## config.mk

```make
export PLATFORM = sky130hd
export DESIGN_NAME = led_event_driver
export DESIGN_NICKNAME = d
export VERILOG_FILES = /design/src/rtl/led_event_pkg.sv /design/src/rtl/cycle_timer.sv /design/src/rtl/led_event_driver.sv
export SDC_FILE = /design/constraint.sdc
export NUM_CORES = 1
export LEC_CHECK = 0
export CORE_ASPECT_RATIO = 0.7
export CORE_MARGIN = 2
export CORE_UTILIZATION = 49
export CTS_CLUSTER_DIAMETER = 50
export DETAILED_ROUTE_END_ITERATION = 10
export PLACE_DENSITY = 0.75
export REMOVE_ABC_BUFFERS = 1
export SYNTH_ARGS = -nofsm -noshare
export SYNTH_HDL_FRONTEND = slang
export SYNTH_SLANG_ARGS = --single-unit
export TNS_END_PERCENT = 20
```

## constraint.sdc

```tcl
create_clock -name clock -period 2.5 [get_ports clock]
set_clock_uncertainty 0.05 [all_clocks]
set_input_delay 0.75 -clock clock [delete_from_list [all_inputs] [get_ports clock]]
set_output_delay 0.75 -clock clock [all_outputs]
set_load 0.02 [all_outputs]
```

## src/rtl/led_event_pkg.sv

```systemverilog
// Shared state encoding and default timing for the LED event driver.
package led_event_pkg;

  typedef enum logic [1:0] {
    IDLE,
    ON,
    GAP
  } state_t;

  localparam int unsigned CLOCK_FREQ_HZ       = 50_000_000;
  localparam int unsigned DEFAULT_ON_CYCLES   = CLOCK_FREQ_HZ / 2;
  localparam int unsigned DEFAULT_GAP_CYCLES  = CLOCK_FREQ_HZ / 4;
  localparam int unsigned DEFAULT_MAX_PENDING = 7;

endpackage

```

## src/rtl/cycle_timer.sv

```systemverilog
// Loadable down-counter; expired pulses for one cycle when a loaded count runs out.
module cycle_timer #(
  parameter int unsigned WIDTH = 8
) (
  input  logic             clock,
  input  logic             reset,
  input  logic             load,
  input  logic [WIDTH-1:0] value,
  output logic             expired
);

  logic [WIDTH-1:0] count;
  logic             running;

  // The loaded value is the number of cycles minus one, so the full
  // duration fits in WIDTH bits and the counter never wraps.
  always_ff @(posedge clock or posedge reset) begin
    if (reset) begin
      count   <= '0;
      running <= 1'b0;
    end else if (load) begin
      count   <= value;
      running <= 1'b1;
    end else if (running) begin
      if (count == '0) running <= 1'b0;
      else             count   <= count - WIDTH'(1);
    end
  end

  assign expired = running && (count == '0);

endmodule

```

## src/rtl/led_event_driver.sv

```systemverilog
// Queues single-cycle events and plays each one out as a fixed LED pulse followed by a forced gap.
module led_event_driver
  import led_event_pkg::*;
#(
  parameter int unsigned ON_CYCLES   = DEFAULT_ON_CYCLES,
  parameter int unsigned GAP_CYCLES  = DEFAULT_GAP_CYCLES,
  parameter int unsigned MAX_PENDING = DEFAULT_MAX_PENDING
) (
  input  logic                               clock,
  input  logic                               reset,
  input  logic                               event_pulse,
  input  logic                               enable,
  input  logic                               overflow_clear,
  output logic                               led,
  output logic                               busy,
  output logic [$clog2(MAX_PENDING+1)-1:0]   pending,
  output logic                               overflow
);

  localparam int unsigned MAX_CYCLES = (ON_CYCLES > GAP_CYCLES) ? ON_CYCLES : GAP_CYCLES;
  localparam int unsigned TW         = (MAX_CYCLES > 1) ? $clog2(MAX_CYCLES) : 1;
  localparam int unsigned PW         = $clog2(MAX_PENDING + 1);
  localparam logic [TW-1:0] ON_LOAD  = TW'(ON_CYCLES - 1);
  localparam logic [TW-1:0] GAP_LOAD = TW'(GAP_CYCLES - 1);

  state_t          state, state_d;
  logic            led_d, busy_d, overflow_d;
  logic [PW-1:0]   pending_d, pending_after;
  logic            timer_load, timer_expired, dequeue, accept;
  logic [TW-1:0]   timer_value;

  cycle_timer #(.WIDTH(TW)) u_timer (
    .clock   (clock),
    .reset   (reset),
    .load    (timer_load),
    .value   (timer_value),
    .expired (timer_expired)
  );

  always_comb begin
    state_d     = state;
    led_d       = led;
    busy_d      = busy;
    timer_load  = 1'b0;
    timer_value = '0;
    dequeue     = 1'b0;
    accept      = event_pulse && enable;

    case (state)
      IDLE: if (pending != '0) begin
        state_d = ON; led_d = 1'b1; busy_d = 1'b1; dequeue = 1'b1;
        timer_load = 1'b1; timer_value = ON_LOAD;
      end
      ON: if (timer_expired) begin
        state_d = GAP; led_d = 1'b0;
        timer_load = 1'b1; timer_value = GAP_LOAD;
      end
      GAP: if (timer_expired) begin
        if (pending != '0) begin
          state_d = ON; led_d = 1'b1; dequeue = 1'b1;
          timer_load = 1'b1; timer_value = ON_LOAD;
        end else begin
          state_d = IDLE; busy_d = 1'b0;
        end
      end
      default: begin
        state_d = IDLE; led_d = 1'b0; busy_d = 1'b0;
      end
    endcase

    // The full check sees the queue after any same-edge dequeue, so a
    // simultaneous start and new event leaves pending unchanged.
    pending_after = pending - PW'(dequeue);
    pending_d     = pending_after;
    overflow_d    = overflow && !overflow_clear;
    if (accept) begin
      if (pending_after == PW'(MAX_PENDING)) overflow_d = 1'b1;
      else                                   pending_d  = pending_after + PW'(1);
    end
  end

  always_ff @(posedge clock or posedge reset) begin
    if (reset) begin
      state    <= IDLE;
      led      <= 1'b0;
      busy     <= 1'b0;
      pending  <= '0;
      overflow <= 1'b0;
    end else begin
      state    <= state_d;
      led      <= led_d;
      busy     <= busy_d;
      pending  <= pending_d;
      overflow <= overflow_d;
    end
  end

endmodule

```

# --- Yosys cells after proc, flatten, opt, wreduce, memory -nomap -nowiden ---
# Index checks and enable logic that the tools add are counted.
word_totals:
  regBits: 34
  inputBits: 5
  out_inout_bits: 6
op_classes:
  add_sub_neg: 3
  n_eq_ne: 8
  muxes: 32
  bitwise: 1
  reduce_logical: 12
op_table:
  columns: ["cell", "n"]
  rows:
  - ["2-to-1 mux 25 bit", 5]
  - ["case mux 25 bit (3 select lines)", 1]
  - ["zero test 25 bit", 1]
  - ["subtractor 25 x 1 -> 25 bit, second input constant", 1]
  - ["2-to-1 mux 24 bit", 1]
  - ["2-to-1 mux 1 bit", 15]
  - ["inequality test 2 bit, second input constant", 5]
  - ["case mux 1 bit (3 select lines)", 3]
  - ["2-to-1 mux 2 bit", 3]
  - ["2-to-1 mux 3 bit", 2]
  - ["case mux 2 bit (3 select lines)", 1]
  - ["AND reduction 2 bit", 2]
  - ["AND reduction 4 bit", 1]
  - ["adder 3 x 1 -> 3 bit, second input constant", 1]
  - ["equality test 3 bit, second input constant", 1]
  - ["logical AND 1 bit", 3]
  - ["AND reduction 3 bit", 1]
  - ["nonzero test 3 bit", 1]
  - ["subtractor 3 x 1 -> 3 bit", 1]
  - ["equality test 2 x 1 -> 1 bit, second input constant", 1]
  - ["equality test 2 bit, second input constant", 1]
  - ["zero test 2 bit", 1]
  - ["case mux 1 bit (2 select lines)", 1]
  - ["nonzero test 2 bit", 1]
  - ["2 further kinds", 2]

# --- Logic depth before layout (Yosys ltp) ---
# Gate-level depths: netlist of the first run.
logic_depth:
  ltp_word: 8
  ltp_mapped: 14
  ltp_nobuf: 14

# --- Hierarchy ---
# From an unflattened synthesis of the first run, not the netlist that was laid out.
unflattened:
  cells_unflattened: 224
  hier_area_um2: 2142.1
modules_own_cells:
  columns: ["module", "instances", "cells_per_inst", "area_per_inst_um2"]
  rows:
  - ["cycle_timer", 1, 180, 1712.9]
  - ["led_event_driver", 1, 44, 429.2]

# --- Least setup slack after synthesis of the first run ---
# OpenSTA, ideal clock, no wires.
synth_path:
  path_type: "reg2reg"
  start: "register pending[1]"
  end: "register pending[1]"
  setup_ps: 130
  arrival_time_ps: 2532
  t_required_ps: 2320
  path_slack_ps: -213
  stages_incl_launch_ff: 12
  synth_period_minus_slack_ps: 2713
  path_cell_list: "dfrtp_1 > or3_1 > and2_1 > clkbuf_1 > o21ai_1 > inv_1 > ha_1 > ha_1 > inv_1 > ha_1 > a21oi_1 > o21ai_0"
synth_via:
  elab_chain_len: 8
synth_lines:
  columns: ["item", "line", "text"]
  rows:
  - ["start, declared", "led_event_driver.sv:16", "output logic [$clog2(MAX_PENDING+1)-1:0] pending,"]
  - ["start signal, assigned", "led_event_driver.sv:93", "pending <= pending_d;"]
  - ["nonzero test 3 bit", "led_event_driver.sv:50, led_event_driver.sv:59", null]
  - ["2-to-1 mux 1 bit", "led_event_driver.sv:50, led_event_driver.sv:59", null]
  - ["2-to-1 mux 1 bit", "led_event_driver.sv:58", "GAP: if (timer_expired) begin"]
  - ["case mux 1 bit (2 select lines)", "led_event_driver.sv:49", "case (state)"]
  - ["subtractor 3 x 1 -> 3 bit *", "led_event_driver.sv:73", "pending_after = pending - PW'(dequeue);"]
  - ["adder 3 x 1 -> 3 bit / equality test 3 bit (equally long branches)", "led_event_driver.sv:78, led_event_driver.sv:77", null]
  - ["2-to-1 mux 3 bit", "led_event_driver.sv:77", "if (pending_after == PW'(MAX_PENDING)) overflow_d = 1'b1;"]
  - ["2-to-1 mux 3 bit *", "led_event_driver.sv:76", "if (accept) begin"]
  - ["named net pending_d[1]", "led_event_driver.sv:28", "logic [PW-1:0] pending_d, pending_after;"]
# Mark *: on every way through the listed nets, which the timed path passes. The rest lies on a longest branch.
# A chain may end at the register's enable or synchronous reset.

# --- Worst setup path after layout of the first run ---
layout_path:
  start: "register u_timer.count[23]"
  end: "register pending[1]"
layout_via:
  elab_chain_len: 8
layout_lines:
  columns: ["item", "line", "text"]
  rows:
  - ["start, declared", "cycle_timer.sv:12", "logic [WIDTH-1:0] count;"]
  - ["start signal, assigned", "cycle_timer.sv:22", "count <= value;"]
  - ["start signal, assigned", "cycle_timer.sv:26", "else count <= count - WIDTH'(1);"]
  - ["zero test 25 bit *", "cycle_timer.sv:30", "assign expired = running && (count == '0);"]
  - ["logical AND 1 bit *", "cycle_timer.sv:30", null]
  - ["2-to-1 mux 1 bit *", "led_event_driver.sv:58", null]
  - ["case mux 1 bit (2 select lines) *", "led_event_driver.sv:49", null]
  - ["subtractor 3 x 1 -> 3 bit *", "led_event_driver.sv:73", null]
  - ["adder 3 x 1 -> 3 bit / equality test 3 bit (equally long branches)", "led_event_driver.sv:78, led_event_driver.sv:77", null]
  - ["2-to-1 mux 3 bit", "led_event_driver.sv:77", null]
  - ["2-to-1 mux 3 bit *", "led_event_driver.sv:76", null]
  - ["named net pending_d[1]", "led_event_driver.sv:28", null]
# Marked as above.

==> reports/summary.txt, run 1 <==
Status = complete, no violations
Buf+Inv Stages, Crit Path = 2
CP max FO = 3
Die W = 78.6 um
Layout cells sized above 1 = 0.229
First-pass GRT wire length = 7460 um
Worst-skew pair later-pin latency = 0.29 ns
Reg2Reg Depth = 12
Max H-tree Level = 2
Pwr/cell area = 498 nW/um^2
Final instance area = 2410 um^2
Number of port buffers = 10
Hold Crit Depth = 2
Worst Max-Slew Pin Slew = 0.521 ns
GR Util All Layers = 0.224
Post-route minimum period = 2.41 ns
Fmax = 0.415 GHz
Cell Area, Synth = 1910 um^2
Critical path depth = 12
Largest family of logic cells by synthesized area = simple AND/OR/NAND/NOR gates
Routed vias = 1675
Commonest cells post-synth = dfrtp_1 (34), nand2_1 (24), inv_1 (15), xnor2_1 (12), nand3_1 (11)
CTS Root Cell = clkbuf_8
Post-synth top area share = 0.446
Final Cycle Share = 0.963
Final Util = 0.665
Worst hold slack = 0.489 ns
Number of core rows = 18
TritonCTS clock tree = done
Final setup viols = 0
Final hold violations = 0
Initial antenna violation count = 0
DRT Wirelength = 4580 um
Max cap viols = 0
Simple-Gate Fraction of Synth Area = 0.259
Routed wire length per instance = 15.8 um
WP data arrival = 2.54 ns
Largest cells by area after synthesis = dfrtp_1 (45%), xnor2_1 (5.5%), nand2_1 (4.7%)
Worst Setup End Kind = flip-flop
Gr ovfl total = 0
Place WS = 0.0358 ns
Worst Setup Slack, final = 0.0928 ns
Met2 usage = 0.287
Critical path cell sequence = nor4_4 -> nand4_2 -> nor3_4 -> o21ai_2 -> inv_2 -> ha_2 -> ha_2 -> inv_1 -> ha_4 -> a21oi_2 -> nand2_1 -> o21ai_0
Clock transition at the registers of the reported paths = 0.07 ns
Residual DRC = 0
Post-synth ARST share = 1.00
Avg Cell Area, Syn = 9.49 um^2
Compound-Gate Fraction of Synth Area = 0.140
Starting DRT DRC Count = 142
DR vias/cell = 5.78
Met3 global-route usage = 0.0584
Fin nets = 249
Syn. warnings = 0
Placer's final routability congestion estimate = 0.851
Worst path slowest cell = dfrtp_1
CP top delay family = simple AND/OR/NAND/NOR gates
Layout area overhead = 26.4%
Final max-slew violation count = 0
FF+latch count, synth = 34
# diodes = 0
GR met1 Demand/Resource = 0.345
Core box area = 3630 um^2
Distinct cells, synth = 44
Gate count after technology mapping = 201
Post-synthesis xor/xnor area fraction = 0.0781
Clock buffer depth = 2
Die height = 56.2 um
WP data required = 2.63 ns
Adder-Cell Fraction of Synth Area = 0.0328
Busiest metal layer after global routing = met1
Most common cell in the netlist = dfrtp_1
Leakage = 0.969 nW
Starting Density = 0.526
Seq/Total Area, Yosys = 0.446
Full die area = 4410 um^2
Dpl cell area = 2210 um^2
Main synth FF type = dfrtp_1
Rel. slew slack = 0.651
Mux contribution to synthesized area = 0
Critical Path Source Type = flip-flop
Post-route ant nets = 0
Post-synth EDFFs = 0
Vias in the first global route = 1480
Router iterations before antenna repair = 5
Worst path max stage delay = 0.43 ns
Worst VDD drop = 444 uV
DP HPWL = 3180 um
Yosys top cell by area = dfrtp_1
Clock sink total = 34
Pin count of the biggest net entering global routing = 35
Cell mode on critical path = ha_2
# IOs = 11
CTS Buf Count = 5
Hold/Removal Path Class = flip-flop to flip-flop
Critical path class = flip-flop to flip-flop
[layer usage]
| layer | part of all wire | vias up |
|---|---|---|
| met4 | 0.021 | 0 |
| met2 | 0.40 | 66 |
| met1 | 0.50 | 800 |
| met5 | 0 | - |
| met3 | 0.074 | 10 |
| li1 | - | 799 |
[power breakdown]
part	leakage, nW	internal, mW	switching (mW)
Clock	0.0482	0.222	0.195
Combinational	0.554	0.0950	0.102
Sequential	0.367	0.571	0.0153
[path summary, 6_finish.rpt]
| path | from | end | slack (ns) |
|---|---|---|---|
| max in group asynchronous | reset | u_timer.count[2]$_DFFE_PP0P_ | 1.29 |
| min in group asynchronous | reset | overflow$_DFF_PP0_ | 0.81 |
| min reg2reg | overflow$_DFF_PP0_ | overflow$_DFF_PP0_ | 0.49 |
| max reg2reg | u_timer.count[23]$_DFFE_PP0P_ | pending[1]$_DFF_PP0_ | 0.09 |
| min | overflow$_DFF_PP0_ | overflow$_DFF_PP0_ | 0.49 |
| max | u_timer.count[23]$_DFFE_PP0P_ | pending[1]$_DFF_PP0_ | 0.09 |
[cell usage in the layout (no fill, tap or decap), types with 2 or more instances in the layout]
cell / Yosys / routed
buf_4: 0 / 26
xnor2_1: 12 / 11
nor3_1: 7 / 6
o41ai_1: 2 / 2
o21ai_0: 8 / 8
clkbuf_8: 0 / 6
dfrtp_1: 34 / 34
nand4_2: 2 / 2
a21oi_1: 8 / 7
clkdlybuf4s50_1: 0 / 10
nor4_1: 7 / 7
nor3_4: 0 / 3
nor4_4: 1 / 2
nand4_1: 3 / 3
nor2_1: 9 / 9
ha_2: 0 / 2
nand2_1: 24 / 24
or3_1: 6 / 5
inv_1: 15 / 14
a21o_1: 2 / 2
ha_1: 5 / 2
o21ai_2: 1 / 2
and2_1: 4 / 4
xor2_1: 5 / 5
o22ai_1: 2 / 2
o211ai_1: 5 / 5
nand3_1: 11 / 10
[cells by family (layout without fill, tap and decap cells)]
kind of cell    Yosys count  count (layout)
compound gates           39              39
xor+xnor                 17              17
fa+ha+maj                 5               5
buf+inv                  20              59
flops                    34              34
simple gates             86              86
[tightest hold or removal path: cells and delay by family (launching register included)]
family | cells | cell delay, ns
AO/OA/AOI/OAI | 1 | 0.07
buffers and inverters | 1 | 0.05
flip-flops | 1 | 0.38
[timing repair]
| action | in CTS | in global routing |
|---|---|---|
| resized for setup | 0 | 17 |
| endpoints found under the setup margin | 0 | 4 |
| setup buffers | 0 | 4 |
| hold buffers | 0 | 0 |
[registers in the layout, indices dropped and copies added (netlist names)]
name             count
busy                 1
state                2
u_timer.running      1
u_timer.count       25
overflow             1
led                  1
pending              3
[layout make-up]
type,count,area [um^2]
fill,272,1210
multi-input combinational,147,1050
sequential,34,851
timing repair buffer,36,295
clock buffer,7,86.3
tap,50,62.6
inverter,15,56.3
clock inverter,1,5.00
[through the flow]
stage	TNS, ns	power [mW]	instances
finish	0	1.20	290
CTS	0	1.17	286
floorplan	-0.231	0.687	196
detailed placement	0	0.753	278
global route	-0.0294	1.26	290
global placement	0	0.751	278
Power figures use the tool's default switching activity.
==> run 2: changes to the inputs <==
CORE_ASPECT_RATIO = 0.6   (was 0.7)
REMOVE_ABC_BUFFERS = not set   (was 1)
==> reports/summary.txt, run 2 (synthesized netlist as in run 1, its figures left out) <==
Status = complete, no violations
Number of port buffers = 10 (unchanged)
CTS Buf Count = 5 (unchanged)
Fmax = 0.423 GHz (+1.7%)
Die height = 52.3 um (-6.9%)
Commonest non-fill, non-tap cells in the layout = dfrtp_1 (33), buf_4 (25), nand2_1 (24), inv_1 (14)
Gr ovfl total = 0 (unchanged)
Vias in the first global route = 1495 (+1.0%)
# diodes = 0 (unchanged)
Worst Setup End Kind = flip-flop
Pin count of the biggest net entering global routing = 35 (unchanged)
Final setup viols = 0 (unchanged)
Placed cell count = 274 (-1.4%)
Reg2Reg Depth = 8 (-4)
Rel. slew slack = 0.596 (-0.0550)
First-pass GRT wire length = 7600 um (+1.9%)
Full die area = 4420 um^2 (+0.19%)
Core box area = 3700 um^2 (+2.1%)
Total power = 1.19 mW (-1.2%)
Final max-slew violation count = 0 (unchanged)
GR Util All Layers = 0.229 (+0.00464)
R2R Setup Slk = 0.13 ns (+0.04 ns)
# IOs = 11 (unchanged)
Residual DRC = 0 (unchanged)
Layout area overhead = 25.1%
TritonCTS clock tree = done
Leakage = 0.959 nW (-1.0%)
Pwr/cell area = 497 nW/um^2 (-0.12%)
Initial antenna violation count = 0 (unchanged)
DRT Wirelength = 4610 um (+0.57%)
R2R Path Start = u_timer.count[13]$_DFFE_PP0P_
Dpl cell area = 2220 um^2 (+0.51%)
Critical path launch point = u_timer.count[13]$_DFFE_PP0P_
Critical path class = flip-flop to flip-flop
Worst reg2reg path endpoint = u_timer.count[23]$_DFFE_PP0P_
Clock sink total = 34 (unchanged)
Top flop regs = u_timer.count: 25 flops, pending: 3 flops, state: 2 flops
Placer's final routability congestion estimate = 0.895 (+5.2%)
Leading cell type in the layout, fill and taps excluded = dfrtp_1
Post-route ant nets = 0 (unchanged)
WP data arrival = 2.50 ns (-0.04 ns)
Final hold violations = 0 (unchanged)
Die W = 84.5 um (+7.6%)
Post-route minimum period = 2.37 ns (-0.0405 ns)
Routed wire length per instance = 16.1 um (+2.0%)
Syn_nets = 211
CTS Root Cell = clkbuf_8
DP HPWL = 3210 um (+1.0%)
Critical Path Source Type = flip-flop
Max reg flops = 25 (unchanged)
Clock buffer depth = 2 (unchanged)
Hold Crit Depth = 2 (unchanged)
Final Cycle Share = 0.947 (-0.0162)
Number of core rows = 17 (-1)
Final Util = 0.645 (-0.0202)
Routed vias = 1602 (-4.4%)
WP data required = 2.63 ns (about the same)
Clock transition at the registers of the reported paths = 0.07 ns (about the same)
Starting DRT DRC Count = 101 (-29%)
Layout cells sized above 1 = 0.222 (-0.00741)
Worst VDD drop = 431 uV (-2.9%)
Biggest register = u_timer.count
Max H-tree Level = 2 (unchanged)
Final instance area = 2390 um^2 (-1.0%)
Starting Density = 0.515 (-0.0107)
CP max FO = 10 (+7)
Max cap viols = 0 (unchanged)
Hold/Removal Path Class = flip-flop to flip-flop
Worst Max-Slew Pin Slew = 0.600 ns (+0.0791 ns)
CP endpoint = u_timer.count[23]$_DFFE_PP0P_
Non-Filler Instances = 286 (-1.4%)
Worst-skew pair later-pin latency = 0.29 ns (about the same)
Router iterations before antenna repair = 5 (unchanged)
DR vias/cell = 5.60 (-3.0%)
Total negative setup slack = 0 ns (unchanged)
Fin nets = 248 (-0.40%)
run 2: changes by cell type in the layout (fill, tap and decap cells not counted), sizes merged:
cell and change:
buf -1
run 2: metal layers:
layer / wire [um] / up-vias / share of wire / global-route usage
met5: 0 / - / 0 / 0
met4: 50 / 0 / 0.011 / 0.0741
met3: 244 / 7 / 0.053 / 0.0567
met2: 1760 / 36 / 0.38 / 0.299
met1: 2560 / 765 / 0.56 / 0.360
li1: - / 794 / - / -
run 2: layout make-up:
cell class	instances	area, um^2
clock buffer	7	86.3
sequential	34	852
multi-input combinational	147	1040
inverter	15	56.3
tap	47	58.8
timing repair buffer	35	288
fill	304	1320
clock inverter	1	5.00
run 2: per-stage QoR:
step                      setup WS (ns)  hold WS, ns
after global routing            -0.0155        0.528
after CTS                        0.0893        0.503
after floorplan                  0.0139        0.443
after detailed placement          0.109        0.488
final                             0.133        0.500
after global placement            0.158        0.479
run 2: worst max-delay path: stages, from the launching register on:
cell	delay, ns
dfrtp_1	0.41
nor3_1	0.23
buf_4	0.17
nand4_2	0.13
buf_4	0.20
o21a_1	0.23
a211oi_4	0.51
o41ai_1	0.16
a21o_1	0.17
run 2: timing repair:
action	CTS	global route
endpoints found under the hold margin	0	0
endpoints found under the setup margin	0	4
setup buffers	0	4
resized for setup	0	10
hold buffers	0	0
run 2: worst min path at each step:
stage,start,to
2_1_floorplan,u_timer.count[23]$_DFFE_PP0P_,u_timer.count[23]$_DFFE_PP0P_
3_3_place_gp,u_timer.count[4]$_DFFE_PP0P_,u_timer.count[4]$_DFFE_PP0P_
3_5_place_dp,u_timer.count[23]$_DFFE_PP0P_,u_timer.count[23]$_DFFE_PP0P_
4_1_cts,u_timer.count[23]$_DFFE_PP0P_,u_timer.count[23]$_DFFE_PP0P_
5_1_grt,u_timer.count[13]$_DFFE_PP0P_,u_timer.count[13]$_DFFE_PP0P_
6_report,u_timer.count[13]$_DFFE_PP0P_,u_timer.count[13]$_DFFE_PP0P_
run 2: power breakdown:
part           internal, mW  switching [mW]
combinational        0.0832          0.0922
sequential            0.572          0.0185
clock                 0.222           0.198
total                 0.878           0.309
